## config.mk

```make
export PLATFORM = sky130hd
export DESIGN_NAME = seven_segment_scan_reader
export DESIGN_NICKNAME = d
export VERILOG_FILES = /design/src/rtl/seven_segment_scan_reader.sv
export SDC_FILE = /design/constraint.sdc
export NUM_CORES = 1
export LEC_CHECK = 0
export CORE_MARGIN = 2
export CORE_UTILIZATION = 50
export CTS_CLUSTER_DIAMETER = 200
export DETAILED_ROUTE_END_ITERATION = 7
export HOLD_SLACK_MARGIN = 0.06
export PLACE_DENSITY = 0.73
export SYNTH_ARGS = -nofsm -noshare
export SYNTH_HDL_FRONTEND = slang
export SYNTH_SLANG_ARGS = --single-unit
```

## constraint.sdc

```tcl
create_clock -name clk -period 2.75 [get_ports clk]
set_input_delay 0.6875 -clock clk [delete_from_list [all_inputs] [get_ports clk]]
set_output_delay 0.6875 -clock clk [all_outputs]
set_load 0.01 [all_outputs]
```

## src/rtl/seven_segment_scan_reader.sv

```systemverilog
// seven_segment_scan_reader
//   Recovers the hex value shown on a multiplexed, active-low 4-digit
//   seven-segment display by watching its segment and digit-enable lines.
//   Each digit is captured once its pattern has stayed unchanged long enough.
//   A full set of four captured digits forms one frame.
//
// Ports
//   clk          system clock, rising edge
//   rst          asynchronous active-high reset
//   seg_n[6:0]   active-low segments {g,f,e,d,c,b,a}
//   an_n[3:0]    active-low digit enables, [3] = leftmost
//   hex_value    last good frame, nibble i = digit i
//   value_valid  one-cycle pulse when hex_value updates
//   frame_error  one-cycle pulse when a completed frame is discarded
module seven_segment_scan_reader #(
  parameter int STABLE_CYCLES = 4
) (
  input  logic        clk,
  input  logic        rst,
  input  logic [6:0]  seg_n,
  input  logic [3:0]  an_n,
  output logic [15:0] hex_value,
  output logic        value_valid,
  output logic        frame_error
);

  localparam logic [3:0] CNT_MAX = 4'(STABLE_CYCLES);
  localparam logic [3:0] CNT_HIT = 4'(STABLE_CYCLES - 1);

  logic [10:0] samp;
  logic [3:0]  cnt;
  logic [3:0]  mask, mask_nx;
  logic        err, err_nx;
  logic [15:0] nib, nib_nx;

  logic        same;
  logic        strobe;
  logic [3:0]  an_act;
  logic        one_digit;
  logic [4:0]  dec;

  // {legal, nibble}
  function automatic logic [4:0] decode(input logic [6:0] s);
    case (s)
      7'h40:   decode = 5'h10;
      7'h79:   decode = 5'h11;
      7'h24:   decode = 5'h12;
      7'h30:   decode = 5'h13;
      7'h19:   decode = 5'h14;
      7'h12:   decode = 5'h15;
      7'h02:   decode = 5'h16;
      7'h78:   decode = 5'h17;
      7'h00:   decode = 5'h18;
      7'h10:   decode = 5'h19;
      7'h08:   decode = 5'h1A;
      7'h03:   decode = 5'h1B;
      7'h46:   decode = 5'h1C;
      7'h21:   decode = 5'h1D;
      7'h06:   decode = 5'h1E;
      7'h0E:   decode = 5'h1F;
      default: decode = 5'h00;
    endcase
  endfunction

  assign same      = ({an_n, seg_n} == samp);
  assign strobe    = same && (cnt == CNT_HIT);
  // During a strobe the inputs equal the sample, so decode the sample.
  assign an_act    = ~samp[10:7];
  assign one_digit = (an_act != 4'h0) && ((an_act & (an_act - 4'h1)) == 4'h0);
  assign dec       = decode(samp[6:0]);

  always_ff @(posedge clk or posedge rst) begin
    if (rst) begin
      samp <= 11'h7FF;
      cnt  <= 4'h0;
    end else begin
      samp <= {an_n, seg_n};
      if (!same)
        cnt <= 4'h0;
      else if (cnt != CNT_MAX)
        cnt <= cnt + 4'h1;
    end
  end

  always_comb begin
    mask_nx = mask;
    err_nx  = err;
    nib_nx  = nib;
    // Completion clears the frame first so a coinciding strobe opens the next one.
    if (mask == 4'hF) begin
      mask_nx = 4'h0;
      err_nx  = 1'b0;
    end
    if (strobe) begin
      if (one_digit) begin
        for (int i = 0; i < 4; i++) begin
          if (an_act[i]) begin
            nib_nx[i*4 +: 4] = dec[4] ? dec[3:0] : 4'h0;
            mask_nx[i]       = 1'b1;
            if (!dec[4])
              err_nx = 1'b1;
          end
        end
      end else if (an_act != 4'h0) begin
        err_nx = 1'b1;
      end
    end
  end

  always_ff @(posedge clk or posedge rst) begin
    if (rst) begin
      mask        <= 4'h0;
      err         <= 1'b0;
      nib         <= 16'h0000;
      hex_value   <= 16'h0000;
      value_valid <= 1'b0;
      frame_error <= 1'b0;
    end else begin
      mask        <= mask_nx;
      err         <= err_nx;
      nib         <= nib_nx;
      value_valid <= 1'b0;
      frame_error <= 1'b0;
      if (mask == 4'hF) begin
        if (!err) begin
          hex_value   <= nib;
          value_valid <= 1'b1;
        end else begin
          frame_error <= 1'b1;
        end
      end
    end
  end

endmodule

```

* Yosys cells after proc, flatten, opt, wreduce, memory -nomap -nowiden
Cells that the tools add are included.
Word-level totals: memories 0, latch bits 0, output and inout port bits 18, logic and storage cells 73, input port bits 13, memory bits (writable) 0, memory bits (read-only) 0, register bits after elaboration 54
Operators by class: $add $sub $neg 2, muxes and demuxes 27, order comparisons 0, multiply operators 0, bitwise gates (word level) 3, equality and inequality tests 20, shift operators 0, divide/modulo/power cells 0, reduce and logical (&&, ||, !) cells 10
Operator list (count):
- one-hot mux 5 bit (16 select lines) | 1
- == test 7 bit, second input constant | 4
- two-way mux 4 bit | 6
- == test 7 x 5 -> 1 bit, second input constant | 3
- == test 7 x 6 -> 1 bit, second input constant | 3
- two-way mux 1 bit | 20
- == test 7 x 2 -> 1 bit, second input constant | 2
- == test 7 x 4 -> 1 bit, second input constant | 2
- AND reduction 3 bit | 4
- == test 11 bit | 1
- == test 7 x 3 -> 1 bit, second input constant | 1
- zero test 7 bit | 1
- adder 4 x 1 -> 4 bit, second input constant | 1
- AND 4 bit | 1
- == test 4 x 2 -> 1 bit, second input constant | 1
- == test 4 bit, second input constant | 1
- zero test 4 bit | 1
- != test 4 x 3 -> 1 bit, second input constant | 1
- inverter 4 bit | 1
- nonzero test 4 bit | 1
- subtractor 4 x 1 -> 4 bit, second input constant | 1
- logical AND 1 bit | 2
- != test 2 x 1 -> 1 bit, second input constant | 1
- AND reduction 2 bit | 1
- inverter 1 bit | 1

* Longest topological paths before layout
word-level depth 12, depth in mapped cells 7, gate-level depth less buffers 6

* Least setup slack after synthesis
Ideal clock, no wire load.
path type in2reg, start point input port seg_n[6], end point register nib[10], path buffers 0, setup time 125 ps, arrival 1995 ps, required time 2625 ps, slack 630 ps, stages on the path 5, cell sequence xor2_1 -> nor4_4 -> nand4_4 -> nor3_4 -> mux2_2
Between the ends: word-level cells in the longest chain between the ends 3
Ends and longest elaborated chain:
- start: declaration | RTL line 20 | input logic [6:0] seg_n,
- == test 11 bit | RTL line 65 | assign same = ({an_n, seg_n} == samp);
- logical AND 1 bit | RTL line 66 | assign strobe = same && (cnt == CNT_HIT);
- AND reduction 3 bit (no source line)
- end signal: assignment | RTL line 121 | nib <= nib_nx;
- end: declaration | RTL line 34 | logic [15:0] nib, nib_nx;
No other way between the ends. A chain may end at the register's enable or synchronous reset.

* Worst setup path in the final report
start point input port seg_n[5], end point register nib[14]
The elaborated chain is that of the path after synthesis.

==> run_results.csv <==
group,metric,value,unit
power,pwr-share-comb,0.072,
cts,post_cts_buffers,0,
floorplanning,initial_core_util,0.510,
logic_synthesis,synthCells,202,
global_routing,grt-ovfl-total,0,
setup_path,crit_chain,"clkdlybuf4s50_1 > xor2_1 > nor4_4 > nand4_4 > nor3_4 > mux2_2",
floorplanning,core_area,5040,um^2
floorplanning,rows,26,
route,drt_pass1_iterations,4,
timing,timing.fmax,0.418,GHz
cts,postCtsHoldBufs,0,
logic_synthesis,syn-cell-area,2570,um^2
final_layout,n_antenna_cell,0,
route,wirelength,4.77,mm
setup_path,cp-start-kind,"primary input",
floorplanning,ios,31,
placement,dpl.hpwl,3.35,mm
route,vias,1671,
global_routing,grt.total_usage,0.182,
cts,cts_buffers,5,
setup_path,crit_family,"simple AND/OR/NAND/NOR gates",
flow_run,max_cap_violations,0,
route,routed_via_density,5.51,
cts,cts_tree,"done",
setup_path,cp.required,2950,ps
timing,finalSetupViolations,0,
logic_synthesis,yosys-top-cells-area,"dfrtp_1 42%, dfstp_2 11%, mux2_2 11%, xor2_1 3.7%, mux2_1 3.1%",
timing,period_share,0.870,
logic_synthesis,yosys.cell_types.count,49,
timing,worst_pin_slew,620,ps
cts,cts_resized,0,
placement,placed_cell_area,2940,um^2
logic_synthesis,ys_warn_count,0,
hold_path,hold_class,"reg -> reg",
logic_synthesis,async_flop_share,1.00,
power,p_clk_frac,0.316,
logic_synthesis,synth_common_cells,"43 x dfrtp_1, 25 x mux2_2, 11 x dfstp_2, 11 x nor2_1, 11 x xor2_1",
timing,fin_setup_tns,0,ps
power,power_frac_seq,0.612,
timing,period_needed,2390,ps
setup_path,crit_fanout,5,
final_layout,drive_gt1_frac,0.249,
placement,io_buffers,30,
logic_synthesis,synthMostInstantiatedCell,"dfrtp_1",
cts,worstSkewPairLatency,310,ps
setup_path,cp-end-kind,"flop",
logic_synthesis,avgSynthCellArea,12.7,um^2
route,ant_nets,0,
logic_synthesis,synth-edff-count,0,
logic_synthesis,ys_ff_latch,54,
power,p_int,1.03,mW
power,p_sw,341,uW
final_layout,nNetsFinal,247,
cts,clk_path_buf_depth,2,
power,total_leakage_power,1.38,nW
timing,finClkSkew,5.70,ps
global_routing,grt_antenna_before_repair,0,
floorplanning,die-area,5730,um^2
timing,rsz0062_at_grt,"false",
route,wl_per_cell,15.7,um
logic_synthesis,synth_top_area_share,0.418,
setup_path,max_stage_delay,450,ps
global_routing,grt_pass1_wl,7.60,mm
logic_synthesis,synth_ff_type,"dfrtp_1",
cts,path_clk_slew,90,ps
power,p_per_area,453,nW/um^2
cts,clockRootBuffer,"clkbuf_8",
logic_synthesis,synth_nets,217,
route,drtIter0Drc,188,
placement,gp_congestion,0.765,
logic_synthesis,seq_area_frac_synth,0.531,
timing,relSlewSlack,0.582,
global_routing,grt_pass1_vias,1502,
power,swShare,0.249,
timing,final-max-slew-violation-count,0,
logic_synthesis,yosysTopAreaCell,"dfrtp_1",
final_layout,design_area,3030,um^2
status,status,"completed",
route,drcViolationCount,0,
cts,htree_levels,2,
floorplanning,die_h,75.7,um
floorplanning,die_w,75.7,um
global_routing,grt_max_degree,37,
setup_path,arrival,2600,ps
setup_path,worstSetupPathType,"in -> reg",
timing,hold_viol,0,
cts,clock_sinks,54,
final_layout,area_growth_syn_to_layout,17.8,%
timing,hold_ws,484,ps
setup_path,crit_buf_inv,1,
power,vdd.ir_drop.worst,0.326,mV
setup_path,crit_slowest_cell,"clkdlybuf4s50_1",
## cells in the final DEF, fill, tap and decap left out, drive strengths merged, types with 3 or more instances in the layout
master / instances
dfrtp: 43
mux2: 32
clkdlybuf4s50: 30
nor2: 12
xor2: 11
dfstp: 11
nor3: 10
nand3: 8
nand2: 7
a21oi: 5
clkbuf: 5
nor3b: 4
a21o: 4
inv: 4
nor2b: 3
o21ai: 3
nand4: 3
buf: 3
## cell type report
type                    count  area [um^2]
fillers                   424         2010
multi-input cells         134         1140
clock buffers               5         68.8
inverters                   4         15.0
repair buffers             33          335
flip-flops and latches     54         1370
well taps                  70         87.6
clock inverters             3         16.3
## registers in the layout, summed over array words and instances (netlist names)
signal	cells
cnt	4
err	1
frame_error	1
hex_value	16
mask	4
nib	16
samp	11
value_valid	1
## power by group through the flow
stage / Combinational, mW / Clock, mW / Sequential, mW
6_report: 0.0986 / 0.433 / 0.839
3_5_place_dp: 0.100 / 0 / 0.854
3_3_place_gp: 0.0986 / 0 / 0.853
2_1_floorplan: 0.0792 / 0 / 0.833
5_1_grt: 0.109 / 0.480 / 0.842
4_1_cts: 0.101 / 0.445 / 0.839
## worst paths after layout
kind,start,endpoint,slack [ps],cells past startpoint
min reg2reg,mask[1],mask[1],480,1
min in group asynchronous,rst,value_valid,680,2
max,seg_n[5],nib[14],360,6
max in group asynchronous,rst,samp[6],1480,3
max reg2reg,samp[3],nib[14],530,5
min,mask[1],mask[1],480,1
## kinds of logic (layout without fill, tap and decap cells)
group | after synthesis | after routing | synth area share
buf+inv | 14 | 45 | 0.0258
compound gates | 25 | 25 | 0.0769
xor+xnor | 13 | 13 | 0.0443
flops | 54 | 54 | 0.531
mux | 33 | 33 | 0.144
simple gates | 60 | 60 | 0.164
fa+ha+maj | 3 | 3 | 0.0136
## per-stage QoR
step | setup WS [ps] | cells | total power [mW] | utilization
floorplan | 630 | 202 | 0.912 | -
global placement | 53.6 | 295 | 0.952 | 0.584
detailed placement | 6.26 | 295 | 0.954 | 0.584
CTS | 351 | 303 | 1.38 | 0.600
global route | 286 | 303 | 1.43 | 0.600
finish | 358 | 303 | 1.37 | 0.600
## metal layers
| layer | up-vias | share of wire | wire length (um) | GRT usage |
|---|---|---|---|---|
| met2 | 36 | 0.45 | 2170 | 0.280 |
| met1 | 830 | 0.49 | 2320 | 0.257 |
| met4 | 0 | 0.017 | 80 | 0.0702 |
| li1 | 796 | - | - | - |
| met3 | 9 | 0.041 | 194 | 0.0357 |
| met5 | - | 0 | 0 | 0 |
Note: power is estimated with default switching activity, not from simulation.
